File: src/rtl/vi_mmu_pkg.sv
// rtl/vi_mmu_pkg.sv - shared MMU types and widths for the data and instruction TLBs
package vi_mmu_pkg;

  localparam int PAGE_OFFSET_W = 12;
  localparam int VADDR_W       = 32;
  localparam int VPN_W_DEF     = VADDR_W - PAGE_OFFSET_W;
  localparam int PPN_W_DEF     = 20;

  // Miss handling: IDLE translates, MISS holds the core until the pipe is flushed
  typedef enum logic {
    DTLB_IDLE = 1'b0,
    DTLB_MISS = 1'b1
  } dtlb_state_e;

  // One translation at the default widths
  typedef struct packed {
    logic                 valid;
    logic [VPN_W_DEF-1:0] vpn;
    logic [PPN_W_DEF-1:0] ppn;
  } tlb_entry_t;

endpackage

File: src/rtl/tlb_cam.sv
// rtl/tlb_cam.sv - fully-associative translation table with dedup write and round-robin victim
module tlb_cam #(
  parameter int ENTRIES = 4,
  parameter int VPN_W   = 20,
  parameter int PPN_W   = 20
) (
  input  logic             clk_i,
  input  logic             rst_i,
  input  logic [VPN_W-1:0] lookup_vpn_i,
  output logic             lookup_hit_o,
  output logic [PPN_W-1:0] lookup_ppn_o,
  input  logic             wr_en_i,
  input  logic [VPN_W-1:0] wr_vpn_i,
  input  logic [PPN_W-1:0] wr_ppn_i
);

  localparam int IDX_W = $clog2(ENTRIES);

  logic [ENTRIES-1:0] valid_q;
  logic [VPN_W-1:0]   vpn_q [ENTRIES];
  logic [PPN_W-1:0]   ppn_q [ENTRIES];
  logic [IDX_W-1:0]   rr_q;

  logic               wr_match;
  logic [IDX_W-1:0]   wr_idx;

  // Lookup: at most one entry can match, so OR-ing the matching PPNs is a mux
  always_comb begin
    lookup_hit_o = 1'b0;
    lookup_ppn_o = '0;
    for (int i = 0; i < ENTRIES; i++) begin
      if (valid_q[i] && (vpn_q[i] == lookup_vpn_i)) begin
        lookup_hit_o = 1'b1;
        lookup_ppn_o = lookup_ppn_o | ppn_q[i];
      end
    end
  end

  // Write-side match finds an existing entry for the VPN so it is updated, not duplicated
  always_comb begin
    wr_match = 1'b0;
    wr_idx   = '0;
    for (int i = 0; i < ENTRIES; i++) begin
      if (valid_q[i] && (vpn_q[i] == wr_vpn_i)) begin
        wr_match = 1'b1;
        wr_idx   = IDX_W'(i);
      end
    end
  end

  // Table update: overwrite PPN on match, otherwise fill the victim and advance the pointer
  always_ff @(posedge clk_i or posedge rst_i) begin
    if (rst_i) begin
      valid_q <= '0;
      rr_q    <= '0;
      for (int i = 0; i < ENTRIES; i++) begin
        vpn_q[i] <= '0;
        ppn_q[i] <= '0;
      end
    end else if (wr_en_i) begin
      if (wr_match) begin
        ppn_q[wr_idx] <= wr_ppn_i;
      end else begin
        valid_q[rr_q] <= 1'b1;
        vpn_q[rr_q]   <= wr_vpn_i;
        ppn_q[rr_q]   <= wr_ppn_i;
        rr_q          <= rr_q + 1'b1;
      end
    end
  end

endmodule

File: src/rtl/tl_dtlb.sv
// rtl/tl_dtlb.sv - TL-stage data TLB: translation, miss FSM, tlbwrite and ITLB fill forwarding
module tl_dtlb
  import vi_mmu_pkg::*;
#(
  parameter int ENTRIES = 4,
  parameter int VPN_W   = VPN_W_DEF,
  parameter int PPN_W   = PPN_W_DEF
) (
  input  logic             clk_i,
  input  logic             rst_i,
  input  logic             kill_i,
  input  logic             supervisor_i,
  input  logic             tl_cache_enable_i,
  input  logic [31:0]      tl_cache_addr_i,
  input  logic             tl_tlbwrite_i,
  input  logic             tl_idtlb_i,
  input  logic [31:0]      tl_read_data_a_i,
  input  logic [31:0]      tl_read_data_b_i,
  output logic             dc_req_o,
  output logic [31:0]      dc_paddr_o,
  output logic             stall_core_o,
  output logic             exc_dtlb_miss_o,
  output logic [31:0]      miss_vaddr_o,
  output logic             itlb_wr_o,
  output logic [VPN_W-1:0] itlb_wr_vpn_o,
  output logic [PPN_W-1:0] itlb_wr_ppn_o
);

  dtlb_state_e state_q;
  logic        exc_q;
  logic [31:0] miss_vaddr_q;

  logic                           hit;
  logic [PPN_W-1:0]               hit_ppn;
  logic                           is_idle;
  logic                           access;
  logic                           miss_now;
  logic                           dtlb_wr;
  logic [PPN_W+PAGE_OFFSET_W-1:0] xlated;
  logic                           unused_offsets;

  // A killed or stalled instruction must neither translate nor update any table
  assign is_idle  = (state_q == DTLB_IDLE);
  assign access   = is_idle && tl_cache_enable_i && !kill_i;
  assign miss_now = access && !supervisor_i && !hit;
  assign dtlb_wr  = is_idle && tl_tlbwrite_i && !tl_idtlb_i && !kill_i;

  // Lookup sees the table as it was before any same-cycle write lands
  tlb_cam #(
    .ENTRIES (ENTRIES),
    .VPN_W   (VPN_W),
    .PPN_W   (PPN_W)
  ) u_cam (
    .clk_i        (clk_i),
    .rst_i        (rst_i),
    .lookup_vpn_i (tl_cache_addr_i[PAGE_OFFSET_W +: VPN_W]),
    .lookup_hit_o (hit),
    .lookup_ppn_o (hit_ppn),
    .wr_en_i      (dtlb_wr),
    .wr_vpn_i     (tl_read_data_a_i[PAGE_OFFSET_W +: VPN_W]),
    .wr_ppn_i     (tl_read_data_b_i[PAGE_OFFSET_W +: PPN_W])
  );

  // Zero-latency data-cache request; supervisor mode passes the VA through untouched
  assign xlated       = {hit_ppn, tl_cache_addr_i[PAGE_OFFSET_W-1:0]};
  assign dc_req_o     = access && (supervisor_i || hit);
  assign dc_paddr_o   = supervisor_i ? tl_cache_addr_i : 32'(xlated);
  assign stall_core_o = (state_q == DTLB_MISS) || miss_now;

  // ITLB fills bypass this table and go straight out for one cycle
  assign itlb_wr_o     = is_idle && tl_tlbwrite_i && tl_idtlb_i && !kill_i;
  assign itlb_wr_vpn_o = tl_read_data_a_i[PAGE_OFFSET_W +: VPN_W];
  assign itlb_wr_ppn_o = tl_read_data_b_i[PAGE_OFFSET_W +: PPN_W];

  assign unused_offsets = ^{tl_read_data_a_i[PAGE_OFFSET_W-1:0],
                            tl_read_data_b_i[PAGE_OFFSET_W-1:0]};

  // Miss FSM: capture the faulting VA, raise the exception, wait for the flush
  always_ff @(posedge clk_i or posedge rst_i) begin
    if (rst_i) begin
      state_q      <= DTLB_IDLE;
      exc_q        <= 1'b0;
      miss_vaddr_q <= '0;
    end else begin
      case (state_q)
        DTLB_IDLE: begin
          if (miss_now) begin
            state_q      <= DTLB_MISS;
            exc_q        <= 1'b1;
            miss_vaddr_q <= tl_cache_addr_i;
          end
        end
        DTLB_MISS: begin
          if (kill_i) begin
            state_q <= DTLB_IDLE;
            exc_q   <= 1'b0;
          end
        end
        default: begin
          state_q <= DTLB_IDLE;
          exc_q   <= 1'b0;
        end
      endcase
    end
  end

  assign exc_dtlb_miss_o = exc_q;
  assign miss_vaddr_o    = miss_vaddr_q;

endmodule

File: config.mk
export PLATFORM = sky130hd
export DESIGN_NAME = tl_dtlb
export DESIGN_NICKNAME = d
export VERILOG_FILES = /design/src/rtl/vi_mmu_pkg.sv /design/src/rtl/tlb_cam.sv /design/src/rtl/tl_dtlb.sv
export SDC_FILE = /design/constraint.sdc
export NUM_CORES = 1
export LEC_CHECK = 0
export CAP_MARGIN = 20
export CORE_MARGIN = 3
export CORE_UTILIZATION = 55
export DETAILED_ROUTE_END_ITERATION = 16
export PLACE_DENSITY = 0.83
export SYNTH_ARGS = -nofsm -noshare
export SYNTH_HDL_FRONTEND = slang
export SYNTH_HIERARCHICAL = 1
export SYNTH_SLANG_ARGS = --single-unit
File: constraint.sdc
create_clock -name clk_i -period 11.4 [get_ports clk_i]
set_input_delay 2.28 -clock clk_i [delete_from_list [all_inputs] [get_ports clk_i]]
set_output_delay 2.28 -clock clk_i [all_outputs]
set_load 0.02 [all_outputs]
Word-level counts from Yosys, hierarchy flattened
Index checks and enable logic that the tools add are counted.

storage, ports and cells
  bits in registers = 200
  bits of input ports = 103
  output and inout bits = 108
  logic and storage cells = 100

operators by class
  add/subtract/negate cells = 1
  magnitude comparators = 6
  equal/unequal tests = 10
  muxes and demuxes = 32
  bitwise logic cells = 8
  reduce and logical (&&, ||, !) cells = 30

operators with widths
  cell                                                                   count
  80-bit bitwise mux                                                     3
  20-bit equality test                                                   8
  20-bit 2-to-1 mux                                                      6
  20-bit demux with 2-bit select                                         2
  80-bit 2-to-1 mux                                                      1
  20-bit bitwise OR                                                      3
  32-bit 2-to-1 mux                                                      1
  1-bit logical AND                                                      21
  1-bit 2-to-1 mux                                                       14
  3-bit >= comparator, second input constant                             2
  3-bit by 1-bit < comparator with 1-bit output, second input constant   2
  2-bit inverter with 3-bit output                                       2
  2-bit AND reduction                                                    3
  1-bit logical NOT                                                      4
  2-bit 2-to-1 mux                                                       2
  4-bit bitwise OR                                                       1
  1-bit one-hot mux with 2 select lines                                  2
  2-bit by 3-bit < comparator with 1-bit output, second input constant   1
  2-bit by 1-bit adder with 2-bit output, second input constant          1
  1-bit demux with 2-bit select                                          1
  2-bit by 1-bit >= comparator with 1-bit output, second input constant  1
  1-bit logical OR                                                       2
  2-bit by 1-bit != test with 1-bit output, second input constant        1
  2-bit != test, second input constant                                   1
  1-bit inverter                                                         2

Longest topological paths before layout
  word-level depth = 12
  gate-level depth with buffers = 10
  mapped depth without buffers = 8

Hierarchy
Netlist, hierarchy kept.

modules (own cells, without submodules)
  module   instances  cells each  area each (um^2)  seq. area each (um^2)
  tlb_cam  1          811         9349.0            4154.0
  tl_dtlb  1          158         2048.2            850.8

Least setup slack after synthesis
Ideal clock, no wire load.

  path kind = input-to-output
  start = input port tl_cache_addr_i[18]
  end = output port stall_core_o
  arrival time = 4038 ps
  data required time = 9120 ps
  slack = 5082 ps
  stages on the path = 10
  buffers on the path = 2
  cell sequence = clkbuf_1 xor2_1 nor4_1 nand4_1 nor4_1 or4_1 nor2_1 nand3_4 buf_6 nand2_1

on the way
  word-level cells in the longest chain between the ends = 9
  elaborated cells between the ends (all ways) = 15
  classes of those cells = 4 x eq/ne; 4 x mux; 7 x reduce/logical

RTL lines
  element                        line           source
  start: declaration             tl_dtlb.sv:14  input logic [31:0] tl_cache_addr_i,
  20-bit equality test           tlb_cam.sv:32  if (valid_q[i] && (vpn_q[i] == lookup_vpn_i)) begin
  1-bit logical AND              tlb_cam.sv:32
  1-bit 2-to-1 mux (3 in a row)  tlb_cam.sv:32
  1-bit 2-to-1 mux *             tlb_cam.sv:32
  net hit                        tl_dtlb.sv:33  logic hit;
  1-bit logical NOT *            tl_dtlb.sv:45  assign miss_now = access && !supervisor_i && !hit;
  1-bit logical AND *            tl_dtlb.sv:45
  1-bit logical OR *             tl_dtlb.sv:68  assign stall_core_o = (state_q == DTLB_MISS) || miss_now;
  end: declaration               tl_dtlb.sv:21  output logic stall_core_o,

The timed path passes the listed nets; every way through them passes the cells marked *.

Worst setup path in the final report
  start = input port tl_cache_addr_i[30]
  end = output port stall_core_o

The elaborated chain is that of the path after synthesis.

==> run summary <==
status: finished, final reports clean
ANT cells: 0
Crit Path Category: input pin to primary output
number of synthesized register bits: 200
layout cell share with drive strength beyond 1: 24.0%
Leak Pwr: 5.72 nW
gr usage total: 27.6%
core area: 20300 sq um
initial antenna violation count: 0
Area Overhead vs Synth: 19.1%
CTS tree: yes
Post-synth EDFFs: 0
cell area power density: 213 nW/um^2
final WL: 31100 um
Fmax: 0.117 GHz
Die X: 150 um
Crit. End Element: primary output
crit-path max FO: 35
Reg area: 5000 sq um
fin area: 13600 sq um
Worst Setup SP: tl_cache_addr_i[30]
Post-synth top cells: 200 x dfrtp_1, 146 x mux2_2, 98 x xnor2_1
Logic pwr share: 34.9%
ys async rst share: 100%
hold_buf cts: 0
vias: 8155
clock buffer depth: 2
hpwl dp: 21200 um
root buffer cell: clkbuf_16
Placed Area: 12900 sq um
synthesized area per cell: 11.8 sq um
post_cts resized: 0
Synth Cell Area: 11400 sq um
Initial Utilization: 56.1%
Clock Skews: 12.0 ps
1st-iter DRT viols: 823
Synth cell types: 38
Final TNS setup: 0 ps
Slew @ Worst Pin: 1120 ps
Mapped Nets: 1076
clock sinks: 200
power share of the clock group: 21.7%
post-DR wirelength/cell: 23.1 um
total power: 2.90 mW
worst hold path type: register to register
first-pass GRT wire length: 47400 um
htree depth: 4
PortBufs: 186
Post-layout nets: 1169
clock-pin slew on the worst setup and hold paths: 80 ps
Worst EP required: 9120 ps
Placer Congestion: 0.928
Final Hold Viols: 0
most instantiated library cell after synthesis: dfrtp_1
P_sw: 0.997 mW
crit path time final: 8520 ps
multi-input logic area: 5590 sq um
top cell type's share of synthesized area: 43.9%
Post-route DRC: 0
drt first pass iters: 7
post-synthesis sequential area ratio: 43.9%
Yosys top cell by area: dfrtp_1
slew margin rel.: 25.3%
Die Area: 22500 sq um
Overflow after GRT: 0
Yosys Warn Count: 6
largest net degree at the start of global routing: 89
largest cells by area after synthesis: dfrtp_1 44%, mux2_2 14%, xnor2_1 7.5%
hold_sp: exc_dtlb_miss_o
number of buffers created by CTS: 17
RSZ-0062 raised after global routing: false
Fill cells: 1497
Sw Ratio: 34.4%
sequential fraction of design power: 43.4%
drt via density: 6.06
ANT nets after route: 0
Placement Rows: 52
Peak VDD IR: 0.112 mV
Pint: 1.90 mW
Startpoint Class: input pin
I/O pins: 211
Arr. time, crit path: 6240 ps
post-synthesis instance total: 969
final setup fails: 0
clock insertion delay at the later pin of the skew report: 440 ps
Worst R2R Start: state_q
Final period util: 74.7%
ys flop type: dfrtp_1
Post-CTS Setup Bufs: 0
Slew Limit Fails: 0
MaxCap Viol Count: 0
chip height: 150 um
vias in the first global route: 8243
-- critical path: stages --
cell             delay [ps]
clkdlybuf4s50_1         770
xor2_1                  350
nor4_1                  110
nand3_1                 180
nor4_2                   60
buf_4                   230
or4_1                   520
nor2_1                  210
nand3_4                 620
nand2_1                 250
clkdlybuf4s50_1         630
-- placed cells by master, fill, tap and decap left out, types with 11 or more instances in the layout --
master	count
nor4_1	22
nand2_1	73
dfrtp_1	200
nand4_1	51
xor2_1	55
a22oi_1	42
nand3_1	11
buf_4	13
a2bb2oi_1	20
o211ai_1	20
clkbuf_16	17
mux2_4	47
mux2_2	146
clkdlybuf4s50_1	186
xnor2_1	98
-- per-layer routing --
layer / share of wire (%) / wire length (um) / track usage, % / vias to the layer above
li1: - / - / - / 3571
met1: 42 / 13100 / 38.1 / 4128
met2: 46 / 14300 / 42.9 / 398
met3: 9.8 / 3060 / 7.51 / 56
met4: 1.8 / 560 / 7.69 / 2
met5: 0.21 / 64 / 2.27 / -
-- final cells by class --
type | instances | area share, %
well taps | 270 | 2.49
multi-input cells | 636 | 41.2
repair buffers | 201 | 14.8
flip-flops and latches | 200 | 36.9
clock buffers | 19 | 3.34
inverters | 6 | 0.203
clock inverters | 13 | 1.13
-- flip-flops by register name, indices dropped and copies added (netlist names) --
register	flops
u_cam/ppn_q	80
u_cam/vpn_q	80
miss_vaddr_o	32
u_cam/valid_q	4
u_cam/rr_q	2
exc_dtlb_miss_o	1
state_q	1
-- path summary, 6_finish.rpt --
kind | endpoint | slack [ps] | depth (start not counted)
min in group asynchronous | miss_vaddr_o[24] | 2370 | 2
worst min register to register | exc_dtlb_miss_o | 490 | 2
worst min-delay path | exc_dtlb_miss_o | 490 | 2
max in group asynchronous | u_cam/vpn_q[65] | 7800 | 4
worst max register to register | u_cam/ppn_q[51] | 7530 | 8
worst max-delay path | stall_core_o | 2880 | 11
-- through the flow --
stage,util [%],setup slack [ps],std cells,hold slack [ps]
floorplan,-,4630,969,448
global placement,63.7,2980,1311,460
detailed placement,63.7,2980,1312,476
CTS,66.7,2930,1344,499
global route,66.9,2730,1345,513
finish,66.9,2880,1345,489
-- kinds of logic after synthesis --
family / synth area share (%)
AO/OA/AOI/OAI: 6.19
XOR/XNOR: 12.9
adder cells (fa/ha/maj): 0.439
buffers and inverters: 7.39
flip-flops: 43.9
multiplexers: 20.6
AND/OR/NAND/NOR: 8.55
-- power by group through the flow --
stage	sequential, mW	clock, mW	combinational [mW]
final	1.26	0.629	1.01
after global routing	1.29	0.665	1.08
after CTS	1.25	0.636	0.999
after detailed placement	1.26	0	0.988
after global placement	1.23	0	0.966
after floorplan	1.23	0	0.706
No activity file was read; power rests on OpenSTA's default activity.
